==> src/rtl/counter_seq_pkg.sv <==
`default_nettype none
// ----------------------------------------------------------------------------
// counter_seq_pkg : shared types and register map for the counter sequencer
// Rev 1.0
// ----------------------------------------------------------------------------
package counter_seq_pkg;

   typedef enum logic [1:0] {
      ST_IDLE = 2'd0,
      ST_LOAD = 2'd1,
      ST_RUN  = 2'd2,
      ST_DONE = 2'd3
   } state_e;

   // Word offsets, i.e. wbs_adr_i[7:2]
   localparam logic [5:0] C_OFF_CTRL     = 6'h00;
   localparam logic [5:0] C_OFF_PRESCALE = 6'h01;
   localparam logic [5:0] C_OFF_LOAD     = 6'h02;
   localparam logic [5:0] C_OFF_CMP      = 6'h03;
   localparam logic [5:0] C_OFF_STATUS   = 6'h04;
   localparam logic [5:0] C_OFF_COUNT    = 6'h05;

   localparam int C_CTRL_START  = 0;
   localparam int C_CTRL_STOP   = 1;
   localparam int C_CTRL_MODE   = 2;
   localparam int C_CTRL_IRQ_EN = 3;
   localparam int C_CTRL_OE     = 4;

   localparam int C_STAT_MATCH  = 0;
   localparam int C_STAT_BUSY   = 1;
   localparam int C_STAT_STATE  = 8;

endpackage
`default_nettype wire

==> src/rtl/counter_seq_regs.sv <==
`default_nettype none
// ----------------------------------------------------------------------------
// counter_seq_regs : Wishbone decode, configuration registers and read mux
// Rev 1.0
// ----------------------------------------------------------------------------
module counter_seq_regs
   import counter_seq_pkg::*;
#(
   parameter logic [31:0] BASE_ADDR = 32'h3000_0000,
   parameter int          CNT_W     = 16
) (
   input  logic             clk,
   input  logic             reset,
   input  logic             wbs_cyc_i,
   input  logic             wbs_stb_i,
   input  logic             wbs_we_i,
   input  logic [3:0]       wbs_sel_i,
   input  logic [31:0]      wbs_adr_i,
   input  logic [31:0]      wbs_dat_i,
   output logic [31:0]      wbs_dat_o,
   output logic             wbs_ack_o,
   input  logic [CNT_W-1:0] cnt_value_i,
   input  state_e           state_i,
   input  logic             match_set_i,
   output logic             start_o,
   output logic             stop_o,
   output logic             mode_o,
   output logic             irq_en_o,
   output logic             oe_o,
   output logic [CNT_W-1:0] prescale_o,
   output logic [CNT_W-1:0] load_o,
   output logic [CNT_W-1:0] cmp_o,
   output logic             match_o
);

   logic             ack_q, ack_d;
   logic [31:0]      dat_q, dat_d;
   logic             mode_q, mode_d, irq_en_q, irq_en_d, oe_q, oe_d, match_q, match_d;
   logic [CNT_W-1:0] ps_q, ps_d, ld_q, ld_d, cmp_q, cmp_d;
   logic             w_hit, w_wr, w_clr, w_unused;
   logic [5:0]       w_off;
   logic [CNT_W-1:0] w_mask;
   logic [31:0]      w_rdata;

   function automatic logic [CNT_W-1:0] f_merge(input logic [CNT_W-1:0] old_v,
                                                 input logic [CNT_W-1:0] new_v,
                                                 input logic [CNT_W-1:0] mask);
      return (old_v & ~mask) | (new_v & mask);
   endfunction

   // The ~ack_q term keeps a held strobe from re-triggering during its own ack
   assign w_hit  = wbs_cyc_i & wbs_stb_i & ~ack_q & (wbs_adr_i[31:8] == BASE_ADDR[31:8]);
   assign w_wr   = w_hit & wbs_we_i;
   assign w_off  = wbs_adr_i[7:2];
   assign w_mask = CNT_W'({{8{wbs_sel_i[1]}}, {8{wbs_sel_i[0]}}});
   assign w_clr  = w_wr & (w_off == C_OFF_STATUS) & wbs_sel_i[0] & wbs_dat_i[C_STAT_MATCH];

   assign start_o = w_wr & (w_off == C_OFF_CTRL) & wbs_sel_i[0] & wbs_dat_i[C_CTRL_START];
   assign stop_o  = w_wr & (w_off == C_OFF_CTRL) & wbs_sel_i[0] & wbs_dat_i[C_CTRL_STOP];

   assign w_unused = ^{wbs_adr_i[1:0], wbs_sel_i[3:2], wbs_dat_i[31:CNT_W]};

   always_comb begin
      w_rdata = '0;
      case (w_off)
         C_OFF_CTRL: begin
            w_rdata[C_CTRL_MODE]   = mode_q;
            w_rdata[C_CTRL_IRQ_EN] = irq_en_q;
            w_rdata[C_CTRL_OE]     = oe_q;
         end
         C_OFF_PRESCALE: w_rdata[CNT_W-1:0] = ps_q;
         C_OFF_LOAD:     w_rdata[CNT_W-1:0] = ld_q;
         C_OFF_CMP:      w_rdata[CNT_W-1:0] = cmp_q;
         C_OFF_STATUS: begin
            w_rdata[C_STAT_MATCH] = match_q;
            w_rdata[C_STAT_BUSY]  = (state_i == ST_LOAD) | (state_i == ST_RUN);
            w_rdata[C_STAT_STATE+1:C_STAT_STATE] = state_i;
         end
         C_OFF_COUNT:    w_rdata[CNT_W-1:0] = cnt_value_i;
         default:        w_rdata = '0;
      endcase
   end

   always_comb begin
      mode_d   = mode_q;
      irq_en_d = irq_en_q;
      oe_d     = oe_q;
      ps_d     = ps_q;
      ld_d     = ld_q;
      cmp_d    = cmp_q;
      // A new match in the clearing cycle takes priority
      match_d  = match_set_i | (match_q & ~w_clr);
      ack_d    = w_hit;
      dat_d    = '0;
      if (w_wr) begin
         case (w_off)
            C_OFF_CTRL: begin
               if (wbs_sel_i[0]) begin
                  mode_d   = wbs_dat_i[C_CTRL_MODE];
                  irq_en_d = wbs_dat_i[C_CTRL_IRQ_EN];
                  oe_d     = wbs_dat_i[C_CTRL_OE];
               end
            end
            C_OFF_PRESCALE: ps_d  = f_merge(ps_q, wbs_dat_i[CNT_W-1:0], w_mask);
            C_OFF_LOAD:     ld_d  = f_merge(ld_q, wbs_dat_i[CNT_W-1:0], w_mask);
            C_OFF_CMP:      cmp_d = f_merge(cmp_q, wbs_dat_i[CNT_W-1:0], w_mask);
            default: ;
         endcase
      end
      if (w_hit & ~wbs_we_i) dat_d = w_rdata;
   end

   always_ff @(posedge clk or posedge reset) begin
      if (reset) begin
         ack_q    <= 1'b0;
         dat_q    <= '0;
         mode_q   <= 1'b0;
         irq_en_q <= 1'b0;
         oe_q     <= 1'b0;
         match_q  <= 1'b0;
         ps_q     <= '0;
         ld_q     <= '0;
         cmp_q    <= '0;
      end else begin
         ack_q    <= ack_d;
         dat_q    <= dat_d;
         mode_q   <= mode_d;
         irq_en_q <= irq_en_d;
         oe_q     <= oe_d;
         match_q  <= match_d;
         ps_q     <= ps_d;
         ld_q     <= ld_d;
         cmp_q    <= cmp_d;
      end
   end

   assign wbs_ack_o  = ack_q;
   assign wbs_dat_o  = dat_q;
   assign mode_o     = mode_q;
   assign irq_en_o   = irq_en_q;
   assign oe_o       = oe_q;
   assign prescale_o = ps_q;
   assign load_o     = ld_q;
   assign cmp_o      = cmp_q;
   assign match_o    = match_q;

endmodule
`default_nettype wire

==> src/rtl/counter_seq_ctrl.sv <==
`default_nettype none
// ----------------------------------------------------------------------------
// counter_seq_ctrl : start/stop/reload sequencer driving the user-area counter
// Rev 1.0
// ----------------------------------------------------------------------------
module counter_seq_ctrl
   import counter_seq_pkg::*;
#(
   parameter logic [31:0] BASE_ADDR = 32'h3000_0000,
   parameter int          CNT_W     = 16
) (
   input  logic             clk,
   input  logic             reset,
   input  logic             wbs_cyc_i,
   input  logic             wbs_stb_i,
   input  logic             wbs_we_i,
   input  logic [3:0]       wbs_sel_i,
   input  logic [31:0]      wbs_adr_i,
   input  logic [31:0]      wbs_dat_i,
   output logic [31:0]      wbs_dat_o,
   output logic             wbs_ack_o,
   input  logic [CNT_W-1:0] cnt_value_i,
   output logic             cnt_en_o,
   output logic             cnt_load_o,
   output logic [CNT_W-1:0] cnt_load_val_o,
   output logic             irq_o,
   output logic [CNT_W-1:0] io_oeb_o
);

   state_e           state_q, state_d;
   logic [CNT_W-1:0] presc_q, presc_d;
   logic             w_start, w_stop, w_mode, w_irq_en, w_oe, w_match, w_match_set, w_cmp_hit;
   logic [CNT_W-1:0] w_prescale, w_load, w_cmp;

   counter_seq_regs #(
      .BASE_ADDR (BASE_ADDR),
      .CNT_W     (CNT_W)
   ) u_regs (
      .clk         (clk),
      .reset       (reset),
      .wbs_cyc_i   (wbs_cyc_i),
      .wbs_stb_i   (wbs_stb_i),
      .wbs_we_i    (wbs_we_i),
      .wbs_sel_i   (wbs_sel_i),
      .wbs_adr_i   (wbs_adr_i),
      .wbs_dat_i   (wbs_dat_i),
      .wbs_dat_o   (wbs_dat_o),
      .wbs_ack_o   (wbs_ack_o),
      .cnt_value_i (cnt_value_i),
      .state_i     (state_q),
      .match_set_i (w_match_set),
      .start_o     (w_start),
      .stop_o      (w_stop),
      .mode_o      (w_mode),
      .irq_en_o    (w_irq_en),
      .oe_o        (w_oe),
      .prescale_o  (w_prescale),
      .load_o      (w_load),
      .cmp_o       (w_cmp),
      .match_o     (w_match)
   );

   assign w_cmp_hit = (cnt_value_i == w_cmp);

   always_comb begin
      state_d        = state_q;
      presc_d        = presc_q;
      cnt_en_o       = 1'b0;
      cnt_load_o     = 1'b0;
      cnt_load_val_o = '0;
      w_match_set    = 1'b0;
      case (state_q)
         ST_IDLE: begin
            if (w_start & ~w_stop) state_d = ST_LOAD;
         end
         ST_LOAD: begin
            cnt_load_o     = 1'b1;
            cnt_load_val_o = w_load;
            presc_d        = '0;
            if (w_stop)       state_d = ST_IDLE;
            else if (w_start) state_d = ST_LOAD;
            else              state_d = ST_RUN;
         end
         ST_RUN: begin
            // >= so a PRESCALE lowered mid-run wraps at once instead of overflowing
            if (w_cmp_hit) begin
               w_match_set = 1'b1;
            end else if (presc_q >= w_prescale) begin
               cnt_en_o = 1'b1;
               presc_d  = '0;
            end else begin
               presc_d  = presc_q + CNT_W'(1);
            end
            if (w_stop)         state_d = ST_IDLE;
            else if (w_start)   state_d = ST_LOAD;
            else if (w_cmp_hit) state_d = w_mode ? ST_LOAD : ST_DONE;
         end
         ST_DONE: begin
            if (w_stop)       state_d = ST_IDLE;
            else if (w_start) state_d = ST_LOAD;
         end
      endcase
   end

   always_ff @(posedge clk or posedge reset) begin
      if (reset) begin
         state_q <= ST_IDLE;
         presc_q <= '0;
      end else begin
         state_q <= state_d;
         presc_q <= presc_d;
      end
   end

   assign irq_o    = w_match & w_irq_en;
   assign io_oeb_o = {CNT_W{~w_oe}};

endmodule
`default_nettype wire

==> config.mk <==
export PLATFORM = sky130hd
export DESIGN_NAME = counter_seq_ctrl
export DESIGN_NICKNAME = d
export VERILOG_FILES = /design/src/rtl/counter_seq_pkg.sv /design/src/rtl/counter_seq_regs.sv /design/src/rtl/counter_seq_ctrl.sv
export SDC_FILE = /design/constraint.sdc
export NUM_CORES = 1
export LEC_CHECK = 0
export ABC_AREA = 1
export CORE_MARGIN = 2
export CORE_UTILIZATION = 40
export CTS_BUF_LIST = sky130_fd_sc_hd__clkbuf_8
export CTS_CLUSTER_SIZE = 10
export DETAILED_ROUTE_END_ITERATION = 10
export GPL_ROUTABILITY_DRIVEN = 0
export GPL_TIMING_DRIVEN = 0
export PLACE_DENSITY = 0.67
export SLEW_MARGIN = 25
export SYNTH_ARGS = -nofsm -noshare
export SYNTH_HDL_FRONTEND = slang
export SYNTH_HIERARCHICAL = 1
export SYNTH_SLANG_ARGS = --single-unit
==> constraint.sdc <==
create_clock -name clk -period 2.3 [get_ports clk]
set_input_delay 0.23 -clock clk [delete_from_list [all_inputs] [get_ports clk]]
set_output_delay 0.23 -clock clk [all_outputs]
set_load 0.02 [all_outputs]
==> key figures, run 1 <==
Run status
  – Run status: finished clean

Floorplanning
  – I/O pins: roughly 160
  – Starting density of the core: between 40% and 50%
  – Die width: 131 um
  – Die height: 131 um
  – Die area: approximately 0.017 mm2
  – Core area: ~0.016 mm2
  – FP Rows: 46

Worst setup path
  – Capture point of the critical path: cnt_en_o
  – Worst path slowest cell: dfrtp_2
  – Reg2Reg Setup Slack: 0.23 ns
  – Reg2reg start: u_regs/wbs_ack_o$_DFF_PP0_
  – CP peak stage delay: 0.47 ns
  – Worst setup SP type: register
  – Worst R2R End: state_q[1]$_DFFE_PP0P_
  – Worst-path maximum fanout: 7
  – Crit-path cells: ha_4, nand2_2, inv_2, nand2_2, nor2_1, nor2_1, nand2_1, nand2_2, and2_4, nor2_4, buf_6
  – CP startpoint: presc_q[7]$_DFFE_PP0P_
  – Worst path buffer plus inverter count: 2
  – Worst-case reg-to-reg path depth: 12
  – Critical Path RT: 2.07 ns
  – CP top delay family: simple AND/OR/NAND/NOR gates
  – Arrival time worst endpoint: 2.01 ns
  – Critical path class: reg -> out
  – Worst path most repeated cell: nand2_2
  – Crit path depth: 11
  – CP endpoint kind: output port

Synth
  – Post-synth top area cell: dfrtp_1
  – Count leader, synth: nand2_1
  – Syn Std Cell Area: around 0.0065 mm2
  – Top cell type's share of synthesized area: 33.7%
  – Top_reg_cell synth: dfrtp_1
  – Syn avg cell area: around 7.1 um2
  – Register area share after synthesis: 33.7%
  – Yosys Warn Count: 6
  – Distinct cell type count after synthesis: 40
  – Number of flops mapped to enable cells by yosys: 0
  – Mapped Cells: 911
  – Post-synth top cells: nand2_1, inv_1, nor2_1, dfrtp_1, nand4_1
  – Area contributors post-synth: dfrtp_1, nand2_1, inv_1, nand4_1, nor2_1
  – Async set-or-reset flop fraction in the synthesized netlist: 100%
  – Flops & latches, synth: 87

Clocking
  – CTS tree: yes
  – Clock sinks: 87
  – Worst skew pair latency: 0.39 ns
  – Reg clk slew, reported paths: approximately 0.1 ns
  – CTS root buf: clkbuf_8
  – CTS Buffer Depth: 2
  – H-tree levels: 3
  – Total CTS buffers: 9

Route
  – Final ANT Viol Nets: 0
  – Total routed wirelength: about 19 mm
  – First-pass DRT Iterations: 5
  – Routed len/inst: 14.4 um
  – DRC: 0
  – Vias: 6268
  – Initial drt markers: 497
  – DR vias/cell: 4.82

Placement
  – Detailed Place HPWL: 14.4 mm
  – IO buf count: 118
  – Placed cell count: 1261

Pwr
  – Total Power: roughly 0.0038 W
  – Power Density: 452 mW/mm2
  – VDD IR max: 0.279 mV
  – Leak: between 4 and 5 nW

Global routing
  – Vias in the first global route: 5868
  – First-pass GRT wire length: 29.3 mm
  – Grt ovf: 0
  – Antenna violations before repair: 0
  – GRT Util Overall: 22.3%
  – Largest net degree at the start of global routing: around 40

Layout
  – Utilization after layout: 53.1%
  – Final std cells w/o fill: 1301
  – # diodes: 0
  – NumNets Final: 1186
  – Fraction of layout cells with a size suffix above 1: between 15 and 20%
  – Synthesis-to-finish area growth: 30.2%

Timing
  – Setup-failing EPs final: 0
  – Tmin final: 2.24 ns
  – Skew final: 0.0158 ns
  – Worst relative slew slack: between 50 and 60%
  – Pins Over Slew Limit: 0
  – RSZ-0062 raised after global routing: true
  – Period utilisation layout: 97.3%
  – Hold_ws: 0.213 ns
  – Max Clk Rate: around 450 MHz
  – Final hold violation count: 0
  – Worst slew pin tran: roughly 0.73 ns
  – Setup TNS: 0 ns

Hold path
  – Hold Crit Class: in -> reg

Flow run
  – Max Cap Violations: 0
[cell type report]
class / instances / area [um2]
flip-flops and latches: 87 / 2190
fillers: 1551 / 7430
repair buffers: 145 / 1380
multi-input cells: 623 / 3330
plain buffers: 56 / 439
clock buffers: 9 / 124
well taps: 216 / 270
clock inverters: 7 / 78.8
inverters: 158 / 596
[layer usage]
layer | share of wire [%] | vias up | global-route usage [%]
li1 | - | 3129 | -
met3 | 5.6 | 36 | 4.28
met4 | 2.2 | 0 | 6.38
met1 | 45 | 2903 | 29.6
met5 | 0 | - | 0
met2 | 48 | 200 | 36.9
[worst min path at each step]
stage	depth (start not counted)	startpoint	end
after floorplan	1	reset	presc_q[0]$_DFFE_PP0P_
after global placement	2	register	register
after detailed placement	2	register	register
after CTS	3	wbs_sel_i[1]	register
after global routing	3	wbs_sel_i[1]	register
final	3	wbs_sel_i[1]	register
[stage by stage]
step / setup slack, ns / cell area, um2
2_1_floorplan: 0.325 / 6510
3_3_place_gp: -1.06 / 7960
3_5_place_dp: -0.311 / 7980
4_1_cts: -0.0609 / 8210
5_1_grt: -0.00761 / 8400
6_report: 0.0621 / 8400
[cells by family after synthesis]
logic type | Yosys count | synth area share [%]
AOI/OAI and AO/OA | 42 | 4.15
xor gates and xnor gates | 12 | 1.63
adders and majority gates | 17 | 3.30
buffers and inverters | 216 | 16.4
DFF | 87 | 33.7
other | 1 | 0.0581
and+or+nand+nor | 536 | 40.7
[cell usage in the layout, fill, tap and decap left out, types with 3 or more instances in the layout]
master,instances
dfrtp_1,80
buf_2,8
conb_1,16
clkbuf_8,9
nand3_2,6
nand3b_1,7
o21ai_0,10
xnor2_1,3
a21oi_2,8
nor2_1,92
o21ai_1,3
nor2_8,4
a21oi_1,15
buf_4,62
inv_1,145
inv_2,12
xor2_1,9
ha_1,14
nand2_1,283
dfrtp_2,7
nor2_2,6
ha_4,3
dlygate4sd2_1,16
nand3_4,5
clkdlybuf4s50_1,101
nand4_4,4
nand4_1,57
buf_6,8
nor2_4,10
nand2_2,11
nand3_1,41
[where the power goes]
group          internal (W)  total [W]  switching (W)
Combinational      0.000416    0.00104       0.000627
Sequential          0.00157    0.00162      0.0000524
Clock              0.000515    0.00113       0.000617
[repair_timing]
item	4_1_cts	5_1_grt
buffers inserted	1	25
gates cloned	0	0
gates resized for setup	37	8
hold buffers	0	0
endpoints found under the setup margin	17	1
pin swaps	4	8
[worst register-to-register path: cells and delay by family (launching register included)]
kind	cells	cell delay [ns]
buffers and inverters	1	0.06
AND/OR/NAND/NOR	11	1.51
flip-flops	1	0.40
Power figures use the tool's default switching activity.
==> inputs of run 2 (changes only) <==
--- a/config.mk
+++ b/config.mk
@@ -13,6 +13,7 @@
 export DETAILED_ROUTE_END_ITERATION = 10
 export GPL_ROUTABILITY_DRIVEN = 0
 export GPL_TIMING_DRIVEN = 0
+export HOLD_SLACK_MARGIN = 0.02
 export PLACE_DENSITY = 0.67
 export SLEW_MARGIN = 25
 export SYNTH_ARGS = -nofsm -noshare
==> results of run 2 <==
No change in the layout: final DEF, timing and power equal those of run 1.
